--- config.mk ---
export PLATFORM = sky130hd
export DESIGN_NAME = uart_tx_fifo
export DESIGN_NICKNAME = d
export VERILOG_FILES = /design/src/rtl/uart_tx_fifo.sv
export SDC_FILE = /design/constraint.sdc
export NUM_CORES = 1
export LEC_CHECK = 0
export ABC_AREA = 1
export BUFFER_PORTS_ARGS = -buffer_cell sky130_fd_sc_hd__buf_2
export CAP_MARGIN = 25
export CORE_ASPECT_RATIO = 1.5
export CORE_MARGIN = 3
export CORE_UTILIZATION = 57
export CTS_BUF_LIST = sky130_fd_sc_hd__clkbuf_4
export DETAILED_ROUTE_END_ITERATION = 8
export HOLD_SLACK_MARGIN = 0.06
export PLACE_DENSITY_LB_ADDON = 0.3
export SLEW_MARGIN = 25
export SYNTH_ARGS = -nofsm -noshare
export SYNTH_HDL_FRONTEND = slang
export SYNTH_SLANG_ARGS = --single-unit
--- constraint.sdc ---
create_clock -name clk -period 2.6 [get_ports clk]
set_input_delay 0.39 -clock clk [delete_from_list [all_inputs] [get_ports clk]]
set_output_delay 0.39 -clock clk [all_outputs]
set_load 0.05 [all_outputs]
--- src/rtl/uart_tx_fifo.sv ---
// Buffered 8N1 UART transmitter: byte FIFO feeding a serialiser with an internal
// oversample divider (16 ticks per bit, LSB first, STOP_BITS stop bits).
module uart_tx_fifo #(
    parameter int DEPTH     = 8,
    parameter int DIVISOR   = 1,
    parameter int STOP_BITS = 1
) (
    input  logic                         clk,
    input  logic                         Rst_n,
    input  logic [7:0]                   din,
    input  logic                         wr_en,
    output logic                         full,
    output logic                         empty,
    output logic [$clog2(DEPTH+1)-1:0]   count,
    output logic                         ovf,
    input  logic                         clr_ovf,
    output logic                         busy,
    output logic                         tx
);
    localparam int AW = $clog2(DEPTH);
    localparam int CW = $clog2(DEPTH + 1);
    localparam int DW = (DIVISOR > 1) ? $clog2(DIVISOR) : 1;

    typedef enum logic [1:0] {IDLE, START, DATA, STOP} state_t;
    state_t state, state_next;

    logic [7:0]    mem [DEPTH];
    logic [AW-1:0] head, tail;
    logic          push, pop;
    logic [CW-1:0] count_next;

    logic [DW-1:0] div_cnt;
    logic [3:0]    tick_cnt;
    logic          tick, bit_done;

    logic [7:0]    shift, shift_next;
    logic [2:0]    bit_idx, bit_idx_next;
    logic          stop_idx, stop_idx_next;
    logic          tx_next;

    // Pushes are gated by the registered full flag, so a same-cycle pop never frees a slot early.
    assign push       = wr_en && !full;
    assign count_next = count + CW'(push) - CW'(pop);
    assign busy       = (state != IDLE);

    always_ff @(posedge clk) begin
        if (push) mem[tail] <= din;
    end

    always_ff @(posedge clk or negedge Rst_n) begin
        if (!Rst_n) begin
            head  <= '0;
            tail  <= '0;
            count <= '0;
            full  <= 1'b0;
            empty <= 1'b1;
            ovf   <= 1'b0;
        end else begin
            if (push) tail <= tail + AW'(1);
            if (pop)  head <= head + AW'(1);
            count <= count_next;
            full  <= (count_next == CW'(DEPTH));
            empty <= (count_next == '0);
            if (wr_en && full) ovf <= 1'b1;
            else if (clr_ovf)  ovf <= 1'b0;
        end
    end

    assign tick     = (div_cnt == DW'(DIVISOR - 1));
    assign bit_done = tick && (tick_cnt == 4'd15);

    always_ff @(posedge clk or negedge Rst_n) begin
        if (!Rst_n) state <= IDLE;
        else        state <= state_next;
    end

    always_comb begin
        state_next    = state;
        pop           = 1'b0;
        shift_next    = shift;
        bit_idx_next  = bit_idx;
        stop_idx_next = stop_idx;
        case (state)
            IDLE: begin
                if (!empty) begin
                    pop        = 1'b1;
                    shift_next = mem[head];
                    state_next = START;
                end
            end
            START: begin
                if (bit_done) begin
                    state_next   = DATA;
                    bit_idx_next = 3'd0;
                end
            end
            DATA: begin
                if (bit_done) begin
                    shift_next   = {1'b0, shift[7:1]};
                    bit_idx_next = bit_idx + 3'd1;
                    if (bit_idx == 3'd7) begin
                        state_next    = STOP;
                        stop_idx_next = 1'b0;
                    end
                end
            end
            STOP: begin
                if (bit_done) begin
                    if (stop_idx == 1'(STOP_BITS - 1)) begin
                        // Chain straight into the next frame when data is waiting.
                        if (!empty) begin
                            pop        = 1'b1;
                            shift_next = mem[head];
                            state_next = START;
                        end else begin
                            state_next = IDLE;
                        end
                    end else begin
                        stop_idx_next = stop_idx + 1'b1;
                    end
                end
            end
            default: state_next = IDLE;
        endcase

        tx_next = 1'b1;
        case (state_next)
            START:   tx_next = 1'b0;
            DATA:    tx_next = shift_next[0];
            default: tx_next = 1'b1;
        endcase
    end

    always_ff @(posedge clk or negedge Rst_n) begin
        if (!Rst_n) begin
            shift    <= '0;
            bit_idx  <= '0;
            stop_idx <= 1'b0;
            tx       <= 1'b1;
            div_cnt  <= '0;
            tick_cnt <= '0;
        end else begin
            shift    <= shift_next;
            bit_idx  <= bit_idx_next;
            stop_idx <= stop_idx_next;
            tx       <= tx_next;
            if (state == IDLE || state_next != state) begin
                div_cnt  <= '0;
                tick_cnt <= '0;
            end else if (tick) begin
                div_cnt  <= '0;
                tick_cnt <= tick_cnt + 4'd1;
            end else begin
                div_cnt  <= div_cnt + DW'(1);
            end
        end
    end

endmodule

Yosys cells after proc, flatten, opt, wreduce, memory -nomap -nowiden --
Memories as Yosys holds them, arrays and structs flattened. Index checks and enable logic that the tools add are counted.
Word-level totals: bits in registers 33, RAM bits 64, output and inout bits 9, logic and storage cells 88, memories 1
Memories:
- mem | depth 8, bits a word 8, rd ports 1, clocked after memory_dff 0, write ports 1, line 27 | logic [7:0] mem [DEPTH];
Operators by class: add/sub/neg operators 8, eq/ne operators 15, multiplexer cells 34, bitwise operators 1, reduce and logical (&&, ||, !) cells 15
Operator list (count):
- $mux W8 | 4
- $pmux W8 S3 | 1
- $mux W1 | 14
- $mux W2 | 6
- $ne A2 B2 Y1 const B | 5
- $add A3 B1 Y3 const B | 3
- $eq A4 B4 Y1 const B | 2
- $mux W4 | 2
- $pmux W2 S4 | 1
- $reduce_and A4 Y1 | 2
- $reduce_bool A2 Y1 | 4
- $eq A2 B2 Y1 const B | 3
- $mux W3 | 2
- $pmux W1 S2 | 3
- $pmux W3 S2 | 1
- $add A4 B1 Y4 | 1
- $add A4 B1 Y4 const B | 1
- $eq A2 B1 Y1 const B | 2
- $logic_not A4 Y1 | 1
- $sub A4 B1 Y4 | 1
- $eq A3 B3 Y1 const B | 1
- $logic_and A1 B1 Y1 | 3
- $reduce_and A3 Y1 | 1
- $reduce_bool A3 Y1 | 1
- 7 further kinds | 8

Depth between registers and ports, before layout --
Gate-level depths: netlist of the first run.
depth after elaboration 7, depth in mapped cells 16

Worst setup path after synthesis of the first run --
Ideal clock, no wire load.
kind register to register, start reg state[1], end reg empty, data arrival time 2966 ps, data required time 2532 ps, path slack -434 ps, stages on the path, launching flop included 16, path buffers 0, clock period less this slack 3034 ps, cells stage by stage dfrtp_1 > inv_1 > ha_1 > inv_1 > nand2_4 > nand2_2 > or2_4 > clkinv_2 > ha_1 > inv_1 > ha_1 > inv_1 > fa_1 > inv_1 > or3_1 > nor2_1
Between the ends: longest elaborated chain between the ends 4
Ends and longest elaborated chain:
- start: declaration | line 25 | state_t state, state_next;
- start signal: assignment | line 74 | else state <= state_next;
- $eq A2 B2 Y1 / $logic_not A2 Y1 (equally long branches) | line 83 | case (state)
- $pmux W1 S2 * | line 83
- named net pop | line 29 | logic push, pop;
- $sub A4 B1 Y4 * | line 43 | assign count_next = count + CW'(push) - CW'(pop);
- named net count_next[1] | line 30 | logic [CW-1:0] count_next;
- $logic_not A4 Y1 * | line 63 | empty <= (count_next == '0);
- end signal: assignment | line 63
- end: declaration | line 13 | output logic empty,
Mark *: on every way through the listed nets, which the timed path passes. The rest lies on a longest branch. A chain may end at the register's enable or synchronous reset.

Worst setup path after layout of the first run --
start reg tick_cnt[0], end reg empty
Between the ends: longest elaborated chain between the ends 6
Ends and longest elaborated chain:
- start: declaration | line 33 | logic [3:0] tick_cnt;
- start signal: assignment | line 152 | tick_cnt <= tick_cnt + 4'd1;
- $eq A4 B4 Y1 | line 70 | assign bit_done = tick && (tick_cnt == 4'd15);
- $logic_and A1 B1 Y1 | line 70
- $mux W1 | line 108 | if (bit_done) begin
- $pmux W1 S2 | line 83
- named net pop | line 29
- $sub A4 B1 Y4 | line 43
- named net count_next[1] | line 30
- $logic_not A4 Y1 | line 63
The timed path passes the listed nets, and every way through them passes these cells.

==> flow_summary.json, run 1 <==
{
  "place_hpwl_um": 5690,
  "setup.worst_path.class": "reg -> reg",
  "hold_path_class": "in -> reg",
  "r2r_start": "tick_cnt[0]",
  "fin_crit_ps": 2710,
  "finalHoldViolCount": 0,
  "antenna_cells": 0,
  "irDropWorstVdd_v": 0.000498,
  "cts_htree_levels": 3,
  "routed-via-count": 2967,
  "timing.final.ws_setup_ps": -106,
  "grt_max_degree": 34,
  "port_buffers": 20,
  "crit_path_max_incr_delay_ps": 490,
  "rr_endpoint": "empty",
  "leakage_nw": 2.05,
  "final_common_cell": "nand2_1",
  "synth_seq_area_share_pct": 63.2,
  "syn-num-nets": 427,
  "hold_depth": 2,
  "reg2reg_depth": 16,
  "drive_gt1_share_pct": 22.7,
  "clkSinkCount": 95,
  "die_w_um": 76.7,
  "clkLatencyLatePin_ps": 440,
  "syn_area_um2": 4270,
  "avgRoutedWirePerCell_um": 14.7,
  "cp_slowest_cell": "fa_1",
  "min_from": "clr_ovf",
  "cp.required_ps": 2990,
  "relSlewSlack_pct": 55.4,
  "globalplace.congestion": 0.822,
  "fin_crit_sh_pct": 104,
  "final_cell_count_no_fill": 562,
  "cts_tree": "yes",
  "num-nets-final": 485,
  "syn_area_per_cell_um2": 10.7,
  "antenna_found_initial": 0,
  "drtAntennaViolNets": 0,
  "final_cell_area_um2": 4960,
  "drt_iter0_drc": 120,
  "final_cell_mix": "nand2_1, edfxtp_1, nor2_1",
  "row_count": 38,
  "cp_max_fo": 2,
  "crit_start": "tick_cnt[0]",
  "crit_chain": "ha_2 > nand2_2 > nor2_4 > nand2_2 > nand2_4 > nand2_2 > or2_4 > clkinv_4 > ha_4 > inv_2 > ha_4 > inv_2 > fa_1 > inv_2 > or3_4 > nor2_4",
  "design.portCount": 21,
  "fin_skew_ps": 9.26,
  "grt_pass1_vias": 3004,
  "cp.arrival_ps": 3100,
  "drc": 0,
  "whs_endpoint": "ovf",
  "numCtsBuffers": 9,
  "violations": "negative setup slack",
  "initial_core_util_pct": 58.7,
  "rsz0062_at_grt": "true",
  "areaGrowthSynthToFinish_pct": 16.1,
  "fillers": 542,
  "grt_pass1_wl_um": 13800,
  "setup_violations": 2,
  "synth_cells": 400,
  "fmax_mhz": 370,
  "root_buffer": "clkbuf_4",
  "cap_viol_max_count": 0,
  "routed_wirelength_um": 8250,
  "synth.distinct_cells": 34,
  "die_area_um2": 8590,
  "cts_max_path_buffers": 2,
  "tightestPinTransition_ps": 670,
  "status": "finished with violations",
  "grt.overflow.total": 0,
  "endpoint_kind": "flop",
  "power_density_nw_per_um2": 715,
  "dpl_worst_slack_ps": -118,
  "place_area_um2": 4720,
  "slew_viol_final": 0,
  "setup_tns_ps": -201,
  "synth_seq_cells": 95,
  "track_usage_pct": 20.7,
  "dp.cells": 539,
  "r2r_slack_ps": -110,
  "ys_warn_count": 0,
  "drtPass1Iterations": 6,
  "die_h_um": 112,
  "path_clk_slew_ps": 140,
  "coreArea_um2": 7270,
  "routed_via_density": 5.28,
  "cp-start-kind": "flop"
}
-- where the power goes --
| group | internal, W | switching [W] |
|---|---|---|
| Sequential | 0.00183 | 0.0000822 |
| Combinational | 0.000254 | 0.000516 |
| Clock | 0.000400 | 0.000470 |
-- how the worst max path moves through the flow --
stage             to  slack [ps]  cells past startpoint
2_1_floorplan  empty        -350                     15
3_3_place_gp   empty         -50                     16
3_5_place_dp    full        -120                     16
4_1_cts         full        -120                     16
5_1_grt        empty        -260                     16
6_report       empty        -110                     16
-- registers in the layout (all words and copies together) (netlist names) --
signal	count
mem	64
empty	1
state	2
count	4
shift	8
bit_idx	3
tx	1
ovf	1
head	3
tail	3
tick_cnt	4
full	1
-- cell families (layout without fill, tap and decap cells) --
| kind of cell | after synthesis | after routing | share of synthesized area [%] |
|---|---|---|---|
| buffers and inverters | 47 | 109 | 4.34 |
| AND/OR/NAND/NOR | 176 | 176 | 18.1 |
| XOR/XNOR | 8 | 8 | 1.64 |
| adder cells (fa/ha/maj) | 15 | 15 | 4.57 |
| flip-flops | 95 | 95 | 63.2 |
| AO/OA/AOI/OAI | 59 | 59 | 8.15 |
-- Yosys cell counts, drive strengths merged --
cell type	number	share of area, %
nand2	79	7.4
edfxtp	64	45
nor2	60	5.7
o21ai	36	4.3
inv	32	2.8
nand3	31	4.0
dfrtp	29	17
ha	14	4.1
o211ai	11	1.9
buf	7	0.79
clkbuf	4	0.35
clkinv	4	0.38
o22ai	4	0.59
xnor2	4	0.82
xor2	4	0.82
a21oi	3	0.35
nand4	3	0.44
a22o	2	0.41
a32oi	2	0.41
dfstp	2	1.2
or2	2	0.35
a31oi	1	0.15
fa	1	0.47
or3	1	0.15
-- per-layer routing --
layer | track usage, % | part of all wire, % | vias up
li1 | - | - | 1473
met1 | 24.5 | 42 | 1425
met2 | 37.7 | 53 | 56
met3 | 3.37 | 2.9 | 13
met4 | 7.74 | 2.0 | 0
met5 | 0 | 0 | -
-- stage by stage --
stage               utilization, %  hold WS, ps  total power, W
global route                  68.2          101         0.00374
floorplan                        -         94.4         0.00243
CTS                           67.8         92.3         0.00354
finish                        68.2          116         0.00355
global placement              64.9          461         0.00264
detailed placement            64.9          467         0.00266
-- final cells by class --
type                       instances  area (um^2)  share of cell area, %
sequential                        95         2700                   54.5
tap                              100          125                   2.52
timing repair buffer              58          388                   7.82
clock inverter                     5         82.6                   1.67
clock buffer                      10         75.1                   1.51
multi-input combinational        258         1440                   29.0
inverter                          36          146                   2.95
-- worst max-delay path: cells and delay by family (launching register included) --
| family | cells | cell delay, ps |
|---|---|---|
| and+or+nand+nor | 8 | 1090 |
| adders and majority gates | 4 | 1000 |
| DFF | 1 | 380 |
| buffers and inverters | 4 | 190 |
-- what timing repair did --
| item | in CTS | in global routing |
|---|---|---|
| pin swaps | 8 | 4 |
| setup endpoints to repair | 2 | 2 |
| hold buffers | 1 | 0 |
| setup buffers | 4 | 3 |
| resized for setup | 3 | 3 |
| hold endpoints to repair | 29 | 0 |
Note: power is estimated with default switching activity, not from simulation.
==> inputs of run 2 (changes only) <==
--- a/config.mk
+++ b/config.mk
@@ -15,6 +15,7 @@
 export DETAILED_ROUTE_END_ITERATION = 8
 export HOLD_SLACK_MARGIN = 0.06
 export PLACE_DENSITY_LB_ADDON = 0.3
+export SETUP_SLACK_MARGIN = 0.15
 export SLEW_MARGIN = 25
 export SYNTH_ARGS = -nofsm -noshare
 export SYNTH_HDL_FRONTEND = slang
==> flow_summary.json, run 2 (synthesized netlist as in run 1, its figures left out) <==
{
  "path_clk_slew_ps": 140,
  "r2r_start": "tick_cnt[0]",
  "cp.depth": 16,
  "p_sw_share_pct": 30.6,
  "r2r_slack_ps": -70,
  "path_delay_family": "simple AND/OR/NAND/NOR gates",
  "antenna_cells": 0,
  "largest_register": "mem",
  "reg2reg_depth": 16,
  "p_sw_w": 0.00107,
  "grt_pass1_wl_um": 13700,
  "total_power_w": 0.00348,
  "routed-via-count": 2967,
  "slew_viol_final": 0,
  "grt_max_degree": 34,
  "fillers": 550,
  "clkLatencyLatePin_ps": 440,
  "cp.arrival_ps": 3060,
  "avgRoutedWirePerCell_um": 14.7,
  "die_w_um": 76.7,
  "drt_iter0_drc": 138,
  "final_cell_mix": "nand2_1, edfxtp_1, nor2_1",
  "drtAntennaViolNets": 0,
  "p_seq_share_pct": 54.8,
  "clkSinkCount": 95,
  "path_buf_inv": 4,
  "cp-start-kind": "flop",
  "timing.final.ws_setup_ps": -71.7,
  "grt.overflow.total": 0,
  "design.portCount": 21,
  "leakage_nw": 2.03,
  "cts_htree_levels": 3,
  "die_h_um": 112,
  "fin_crit_sh_pct": 103,
  "port_buffers": 20,
  "track_usage_pct": 20.7,
  "share_comb_of_total_power_pct": 23.1,
  "grt_pass1_vias": 2960,
  "largest_reg_flops": 64,
  "cp_max_fo": 2,
  "crit_path_max_incr_delay_ps": 470,
  "pwr-share-clk_pct": 22.1,
  "cp_slowest_cell": "fa_1",
  "crit_chain": "ha_2 > nand2_2 > nor2_4 > nand2_2 > nand2_4 > nand2_2 > or2_4 > clkinv_4 > ha_4 > inv_2 > ha_4 > inv_2 > fa_1 > inv_1 > or3_4 > nor2_1",
  "cts_max_path_buffers": 2,
  "rr_endpoint": "full",
  "min_from": "clr_ovf",
  "cp_common_cell": "nand2_2",
  "cts_tree": "yes",
  "areaGrowthSynthToFinish_pct": 15.3,
  "drc": 0,
  "drive_gt1_share_pct": 22.0,
  "finalHoldViolCount": 0,
  "fmax_mhz": 374,
  "largestRegisters": "mem (64), shift (8)",
  "tightestPinTransition_ps": 684,
  "cp.required_ps": 2990,
  "final_cell_count_no_fill": 560,
  "routed_wirelength_um": 8210,
  "endpoint_kind": "flop",
  "hold_depth": 2,
  "dpl_worst_slack_ps": -87.1,
  "cap_viol_max_count": 0,
  "die_area_um2": 8590,
  "power_density_nw_per_um2": 708,
  "drtPass1Iterations": 6,
  "routed_via_density": 5.30,
  "fin_skew_ps": 11.7,
  "globalplace.congestion": 0.820,
  "setup_violations": 2,
  "place_area_um2": 4710,
  "fin_crit_ps": 2670,
  "hold_path_class": "in -> reg",
  "num-nets-final": 482,
  "violations": "negative setup slack",
  "final_util_pct": 67.7,
  "dp.cells": 537,
  "rsz0062_at_grt": "true",
  "root_buffer": "clkbuf_4",
  "place_hpwl_um": 5640,
  "final_common_cell": "nand2_1",
  "relSlewSlack_pct": 54.4,
  "p_int_w": 0.00242,
  "status": "finished with violations",
  "final_cell_area_um2": 4920,
  "coreArea_um2": 7270,
  "antenna_found_initial": 0,
  "numCtsBuffers": 9,
  "initial_core_util_pct": 58.7,
  "row_count": 38,
  "setup.worst_path.class": "reg -> reg",
  "whs_endpoint": "ovf",
  "irDropWorstVdd_v": 0.000589
}
## run 2: changes by cell type in the layout (fill, tap and decap cells not counted), sizes merged
cell / before / now
buf: 57 / 54
bufinv: 2 / 1
clkbuf: 10 / 11
clkinv: 6 / 5
clkinvlp: 1 / 3
## run 2: power groups by stage
stage / clock network (W) / registers, W / logic [W]
2_1_floorplan: 0 / 0.00207 / 0.000361
3_3_place_gp: 0 / 0.00194 / 0.000708
3_5_place_dp: 0 / 0.00194 / 0.000733
4_1_cts: 0.000794 / 0.00191 / 0.000740
5_1_grt: 0.000868 / 0.00193 / 0.000889
6_report: 0.000771 / 0.00191 / 0.000806
## run 2: metrics by stage
step | hold slack [ps] | TNS [ps]
detailed placement | 476 | -167
finish | 111 | -141
floorplan | 94.4 | -684
global placement | 465 | -51.3
CTS | 85.4 | -145
global route | 101 | -415
## run 2: layout make-up
| type | instances | area [um^2] | area share [%] |
|---|---|---|---|
| tap | 100 | 125 | 2.54 |
| timing repair buffer | 55 | 365 | 7.42 |
| clock inverter | 5 | 57.6 | 1.17 |
| sequential | 95 | 2700 | 54.9 |
| inverter | 36 | 146 | 2.97 |
| multi-input combinational | 258 | 1450 | 29.4 |
| clock buffer | 11 | 82.6 | 1.68 |
## run 2: how the worst max path moves through the flow
stage | from | to | slack (ps)
after floorplan | state[0] | empty | -350
after global placement | tick_cnt[0] | empty | -40
after detailed placement | tick_cnt[0] | empty | -90
after CTS | tick_cnt[0] | empty | -80
after global routing | tick_cnt[0] | empty | -210
final | tick_cnt[0] | full | -70
## run 2: what timing repair did
action                                  4_1_cts  5_1_grt
hold buffers                                  1        0
buffers inserted                              3        3
endpoints found under the setup margin        2        2
pin swaps                                     8        3
hold endpoints to repair                     29        0
gates resized for setup                       1        4
## run 2: routing by layer
metal,vias to the layer above,global-route usage [%],wire (um)
li1,1469,-,-
met1,1420,24.6,3330
met2,66,36.1,4390
met3,12,3.13,340
met4,0,10.9,147
met5,-,0,0
